[src/rtl/regfile_writeback_queue.sv]
// Writeback queue in front of the register file's single write port.
// Buffers accepted writes, commits them in order, and forwards pending values to decode.
module regfile_writeback_queue #(
  parameter int DATA_W = 8,
  parameter int ADDR_W = 3,
  parameter int DEPTH  = 4
) (
  input  logic                       clk,
  input  logic                       rst_n,
  input  logic                       wb_valid,
  output logic                       wb_ready,
  input  logic [ADDR_W-1:0]          wb_addr,
  input  logic [DATA_W-1:0]          wb_data,
  input  logic                       drain_en,
  output logic [ADDR_W-1:0]          rf_reg_write,
  output logic                       rf_reg_write_signal,
  output logic [DATA_W-1:0]          rf_in_data,
  input  logic [ADDR_W-1:0]          rd_addr_1,
  input  logic [ADDR_W-1:0]          rd_addr_2,
  input  logic [DATA_W-1:0]          rf_data_1,
  input  logic [DATA_W-1:0]          rf_data_2,
  output logic [DATA_W-1:0]          fwd_data_1,
  output logic [DATA_W-1:0]          fwd_data_2,
  output logic [$clog2(DEPTH):0]     count,
  output logic                       empty,
  output logic                       full
);

  localparam int PTR_W = $clog2(DEPTH);
  localparam int CNT_W = PTR_W + 1;

  logic [ADDR_W-1:0] addr_q [DEPTH];
  logic [DATA_W-1:0] data_q [DEPTH];
  logic [PTR_W-1:0]  head_q, head_d;
  logic [PTR_W-1:0]  tail_q, tail_d;
  logic [CNT_W-1:0]  count_q, count_d;
  logic              push, pop;

  assign empty    = (count_q == '0);
  assign full     = (count_q == CNT_W'(DEPTH));
  assign wb_ready = !full;
  assign count    = count_q;

  // Writes to R0 complete the handshake but never occupy an entry.
  assign push = wb_valid && !full && (wb_addr != '0);
  assign pop  = !empty && drain_en;

  assign rf_reg_write_signal = pop;
  assign rf_reg_write        = empty ? '0 : addr_q[head_q];
  assign rf_in_data          = empty ? '0 : data_q[head_q];

  always_comb begin
    head_d  = head_q;
    tail_d  = tail_q;
    count_d = count_q;
    if (push) tail_d = tail_q + 1'b1;
    if (pop)  head_d = head_q + 1'b1;
    case ({push, pop})
      2'b10:   count_d = count_q + 1'b1;
      2'b01:   count_d = count_q - 1'b1;
      default: count_d = count_q;
    endcase
  end

  always_ff @(posedge clk or negedge rst_n) begin
    if (!rst_n) begin
      head_q  <= '0;
      tail_q  <= '0;
      count_q <= '0;
    end else begin
      head_q  <= head_d;
      tail_q  <= tail_d;
      count_q <= count_d;
    end
  end

  always_ff @(posedge clk) begin
    if (push) begin
      addr_q[tail_q] <= wb_addr;
      data_q[tail_q] <= wb_data;
    end
  end

  // Walk oldest to youngest so the newest matching entry wins.
  always_comb begin
    logic [PTR_W-1:0] idx;
    fwd_data_1 = rf_data_1;
    fwd_data_2 = rf_data_2;
    idx        = '0;
    for (int i = 0; i < DEPTH; i++) begin
      idx = head_q + PTR_W'(i);
      if (CNT_W'(i) < count_q) begin
        if (addr_q[idx] == rd_addr_1) fwd_data_1 = data_q[idx];
        if (addr_q[idx] == rd_addr_2) fwd_data_2 = data_q[idx];
      end
    end
    if (rd_addr_1 == '0) fwd_data_1 = '0;
    if (rd_addr_2 == '0) fwd_data_2 = '0;
  end

endmodule
[config.mk]
export PLATFORM = sky130hd
export DESIGN_NAME = regfile_writeback_queue
export DESIGN_NICKNAME = d
export VERILOG_FILES = /design/src/rtl/regfile_writeback_queue.sv
export SDC_FILE = /design/constraint.sdc
export NUM_CORES = 1
export LEC_CHECK = 0
export ABC_AREA = 1
export CORE_ASPECT_RATIO = 0.7
export CORE_MARGIN = 1
export CORE_UTILIZATION = 53
export CTS_CLUSTER_SIZE = 14
export DETAILED_ROUTE_END_ITERATION = 16
export HOLD_SLACK_MARGIN = 0.05
export PLACE_DENSITY_LB_ADDON = 0.3
export SLEW_MARGIN = 20
export SYNTH_ARGS = -nofsm -noshare
export SYNTH_HDL_FRONTEND = slang
export SYNTH_SLANG_ARGS = --single-unit
[constraint.sdc]
create_clock -name clk -period 4.95 [get_ports clk]
set_input_delay 0.99 -clock clk [delete_from_list [all_inputs] [get_ports clk]]
set_output_delay 0.99 -clock clk [all_outputs]
set_load 0.01 [all_outputs]
# ---- Yosys cells after proc, flatten, opt, wreduce, memory -nomap -nowiden
# Memory sizes are Yosys's and may differ from the RTL's.
# Index checks and enable logic that the tools add are counted.
dict set report classes {
  add_sub_neg 6
  n_lt_le_gt_ge 4
  eq_ne 11
  n_mux 23
  reduce_logical 10
}
# op count
set ops {}
lappend ops {{$mux 8} 19}
lappend ops {{$eq 3x3->1} 8}
lappend ops {{$logic_not 3->1} 3}
lappend ops {{$lt 1x3->1 const A} 2}
lappend ops {{$lt 2x3->1 const A} 2}
lappend ops {{$pmux 3 s2} 1}
lappend ops {{$add 2x1->2 const B} 2}
lappend ops {{$add 2x2->2 const B} 2}
lappend ops {{$add 3x1->3 const B} 1}
lappend ops {{$eq 3x3->1 const B} 1}
lappend ops {{$logic_and 1x1->1} 3}
lappend ops {{$mux 3} 1}
lappend ops {{$reduce_bool 3->1} 1}
lappend ops {{$sub 3x1->3 const B} 1}
lappend ops {{$eq 2x1->1 const B} 1}
lappend ops {{$eq 2x2->1 const B} 1}
lappend ops {{$logic_not 1->1} 2}
lappend ops {{$mux 1} 2}
lappend ops {{$reduce_bool 2->1} 1}
dict set report totals {
  register_bits 7
  ramBits 44
  n_memories 2
}
# memory depth width read_ports rd_ports_with_merged_regs write_ports line_no
set mem_list {}
lappend mem_list {data_q 4 8 4 0 1 33} ;# logic [DATA_W-1:0] data_q [DEPTH];
lappend mem_list {addr_q 4 3 4 0 1 32} ;# logic [ADDR_W-1:0] addr_q [DEPTH];

# ---- Depth between registers and ports, before layout
# An unclocked memory read counts as a cell.
dict set report logic_depth {
  word_depth 11
  ltp_mapped 15
  mapped_depth_nobuf 13
}

# ---- Worst setup path before layout
# No wires, ideal clock.
dict set report synth_path {
  kind {in2out}
  from {input port rd_addr_2[1]}
  to {output port fwd_data_2[0]}
  arrival_time_ns 2.027
  required_time_ns 3.960
  setup_slack_ns 1.933
  stages 7
  path_buffers 1
  cell_sequence {clkbuf_1 nor2_1 nor2_2 nand3_1 nand3_1 nand2_1 a21oi_1}
}
dict set report synth_via {
  elab_chain_cells 10
  elab_cells_between_ends 14
}
# item line_no
set synth_lines {}
lappend synth_lines {{start, declared} 19} ;# input logic [ADDR_W-1:0] rd_addr_2,
lappend synth_lines {{$eq 3x3->1} 94} ;# if (addr_q[idx] == rd_addr_2) fwd_data_2 = data_q[idx];
lappend synth_lines {{$mux 8} 94}
lappend synth_lines {{$mux 8} 92} ;# if (CNT_W'(i) < count_q) begin
lappend synth_lines {{$mux 8} 94}
lappend synth_lines {{$mux 8} 92}
lappend synth_lines {{$mux 8} 94}
lappend synth_lines {{$mux 8} 92}
lappend synth_lines {{$mux 8} 94}
lappend synth_lines {{$mux 8} 92}
lappend synth_lines {{$mux 8 (*)} 98} ;# if (rd_addr_2 == '0) fwd_data_2 = '0;
lappend synth_lines {{end, declared} 23} ;# output logic [DATA_W-1:0] fwd_data_2,
# Every way passes the cells marked *; elsewhere a longest branch is shown, timed or not.

# ---- Worst setup path in the final report
dict set report layout_path {
  from {register head_q[0]}
  to {output port fwd_data_1[7]}
}
dict set report layout_via {
  elab_chain_cells 11
  elab_cells_between_ends 18
}
# item line_no
set layout_lines {}
lappend layout_lines {{start, declared} 34} ;# logic [PTR_W-1:0] head_q, head_d;
lappend layout_lines {{start signal, assigned} 67} ;# head_q <= '0;
lappend layout_lines {{start signal, assigned} 71} ;# head_q <= head_d;
lappend layout_lines {{parallel branches: the longest is 9 deep, another holds $mem_v2 4x3} --}
lappend layout_lines {{$mux 8 (*)} 92}
lappend layout_lines {{$mux 8 (*)} 97} ;# if (rd_addr_1 == '0) fwd_data_1 = '0;
lappend layout_lines {{end, declared} 22} ;# output logic [DATA_W-1:0] fwd_data_1,
# Every way passes the cells marked *.

==> impl_metrics.yaml <==
die:
  die-area_um2: 8570
  die_w_um: 110
  rows: 27
  io_pins: 71
  initial_utilization_pct: 55.0
  core-area_um2: 7910
  fp.dieH_um: 77.7
worst_setup_path:
  critPathCaptureType: "primary output"
  crit_arrival_ps: 3510
  required_ps: 3960
  crit_type: "reg2out"
  r2r_start: "count[0]$_DFFE_PN0P_"
  start_kind: "flop"
  crit_fanout: 43
  r2r_cells: 5
  rr_endpoint: "data_q[0][2]$_DFFE_PP_"
  r2r_setup_slack_ps: 2350
final_layout:
  area_delta_synth_final_pct: 20.4
  final_nets: 768
  n_fill_cell: 690
  ff_latch_area_um2: 1500
  diodes: 0
  layout-drive-gt1-share_pct: 5.53
  multiInputGateArea_um2: 2390
cts:
  cts-resized-gates: 0
  ctsLongestPathBuffers: 2
  cts_hold_buf: 0
  root_buffer: "clkbuf_16"
  clock_sinks: 51
  clock_latency_ps: 290
  cts_tree: "built"
  cts_buffers: 5
  clk_pin_slew_ps: 70
  htree_levels: 2
  cts_setup_buffers: 0
global_routing:
  grt_pass1_wl_um: 20200
  grt_max_degree: 47
  grt_pass1_vias: 3920
  grt_overflow: 0
  antenna_found_initial: 0
  track_usage_pct: 31.3
pwr:
  p_clk_share_pct: 10.0
  ir_worst_vdd_v: 0.000414
  p_int_w: 0.00185
  power_switching_w: 0.00208
  comb_power_share_pct: 73.6
  power_density_nw_per_um2: 751
  p_sw_share_pct: 53.0
  power_frac_seq_pct: 16.4
  p_leak_nw: 2.46
placed_design:
  hpwl_um: 10100
  post-place-ws_ps: 652
  io_buffers: 70
  gp_congestion: 0.910
timing:
  rsz0062_at_grt: "false"
  fmax_ghz: 0.222
  drv_slew: 0
  finalSetupTns_ps: 0
  setup_ws_ps: 450
  tightest_slew_ps: 1050
  finalHoldViolCount: 0
  setup_viol: 0
  clock_skew_ps: 8.93
  max_slew_margin_pct: 29.9
  finalCritPeriodShare_pct: 90.9
  fin_crit_ps: 4500
logic_synthesis:
  syn_area_per_cell_um2: 6.54
  synth_cell_type_count: 29
  yosys_warnings: 0
  netlist.area_leader.share_pct: 30.4
  synth_largest_area_cell: "edfxtp_1"
  synth_area_leaders: "edfxtp_1 30%, nand2_1 20%, nand3_1 11%"
  synthCells: 664
  synth-seq-cells: 51
  syn_nets: 710
  yosysSeqAreaShare_pct: 34.4
  syn_area_um2: 4340
routing:
  ant_nets: 0
  route.vias.total: 4485
  first_iter_violations: 517
  drcViolationCount: 0
  dr.pass1.iters: 7
  wl_per_cell_um: 15.5
  routed_via_density: 5.44
  drt-total-wl_um: 12800
run_status:
  status: "completed"
run:
  drv_cap: 0
worst_hold_path:
  hp-class: "reg2reg"
  hp-start: "count[1]$_DFFE_PN0P_"
  holdPathEnd: "count[1]$_DFFE_PN0P_"
  whs_path_depth: 2
==> cell type report <==
class | count | area share [%]
multi-input combinational | 504 | 45.7
tap | 101 | 2.42
clock buffer | 6 | 2.46
sequential | 51 | 28.6
clock inverter | 2 | 0.718
timing repair buffer | 73 | 13.8
inverter | 87 | 6.29
==> cells in the mapped netlist, drive strengths merged <==
master and n:
a21boi 1, a21oi 19, buf 14, clkbuf 8
dfrtp 7, edfxtp 44, ha 9, inv 87
mux2i 2, nand2 242, nand3 93, nor2 41
o21a 1, o21ai 85, o311ai 1, or2 1
xnor2 2, xor2 7
==> placed cells by master (no fill, tap or decap), types with 9 or more instances in the layout <==
master	instances
nand2_2	12
a21oi_1	18
inv_1	85
clkdlybuf4s50_1	70
edfxtp_1	44
o21ai_1	14
o21ai_0	70
nand2_1	230
nand3_1	93
ha_1	9
nor2_1	29
==> metrics by stage <==
step / instance area [um2] / cells / power, W / util (%) / hold slack (ps)
finish: 5230 / 824 / 0.00393 / 66.2 / 561
global route: 5230 / 824 / 0.00426 / 66.2 / 616
CTS: 5230 / 824 / 0.00387 / 66.2 / 568
detailed placement: 5060 / 816 / 0.00347 / 64.1 / 546
global placement: 5060 / 816 / 0.00342 / 64.1 / 536
floorplan: 4340 / 664 / 0.00250 / - / 549
==> metal layers <==
layer,GRT usage [%],vias to the layer above,share of wire [%]
met3,5.80,7,11
met1,50.0,1978,49
li1,-,2259,-
met2,44.0,241,40
met4,4.47,0,0.49
met5,0,-,0
==> worst max-delay path, stage by stage, from the launching register on <==
cell and delay [ps]:
dfrtp_1 610, buf_4 420, nand2_1 110, nand2_2 240
nand2_1 140, nand3_1 100, nand2_1 100, nor2_4 270
nand2_2 180, nand3_1 160, nand2_1 70, a21oi_1 220
clkdlybuf4s50_1 580
==> how the worst max path moves through the flow <==
stage,from,endpoint,depth (start not counted)
after CTS,head_q[0]$_DFFE_PN0P_,fwd_data_1[7],12
after floorplan,rd_addr_2[1],fwd_data_2[0],7
after detailed placement,rd_addr_1[2],fwd_data_1[7],10
final,head_q[0]$_DFFE_PN0P_,fwd_data_1[7],12
after global placement,rd_addr_1[2],fwd_data_1[1],10
after global routing,head_q[0]$_DFFE_PN0P_,fwd_data_1[7],12
==> power by group through the flow <==
stage          sequential, W  combinational, W  clock [W]
2_1_floorplan       0.000626           0.00187          0
3_3_place_gp        0.000644           0.00278          0
3_5_place_dp        0.000652           0.00282          0
4_1_cts             0.000643           0.00283   0.000395
5_1_grt             0.000656           0.00320   0.000409
6_report            0.000646           0.00289   0.000392
==> cell families (layout without fill, tap and decap cells) <==
group / Yosys count / in the layout / synth area share, %
simple gates: 377 / 377 / 37.3
fa+ha+maj: 9 / 9 / 2.59
mux: 2 / 2 / 0.461
flops: 51 / 51 / 34.4
xor+xnor: 9 / 9 / 1.81
compound gates: 107 / 107 / 12.9
buf+inv: 109 / 168 / 10.5
==> sequential cells by signal, indices dropped and copies added, names as in the netlist <==
register / cells
addr_q: 12
count: 3
data_q: 32
head_q: 2
tail_q: 2
Power figures use the tool's default switching activity.
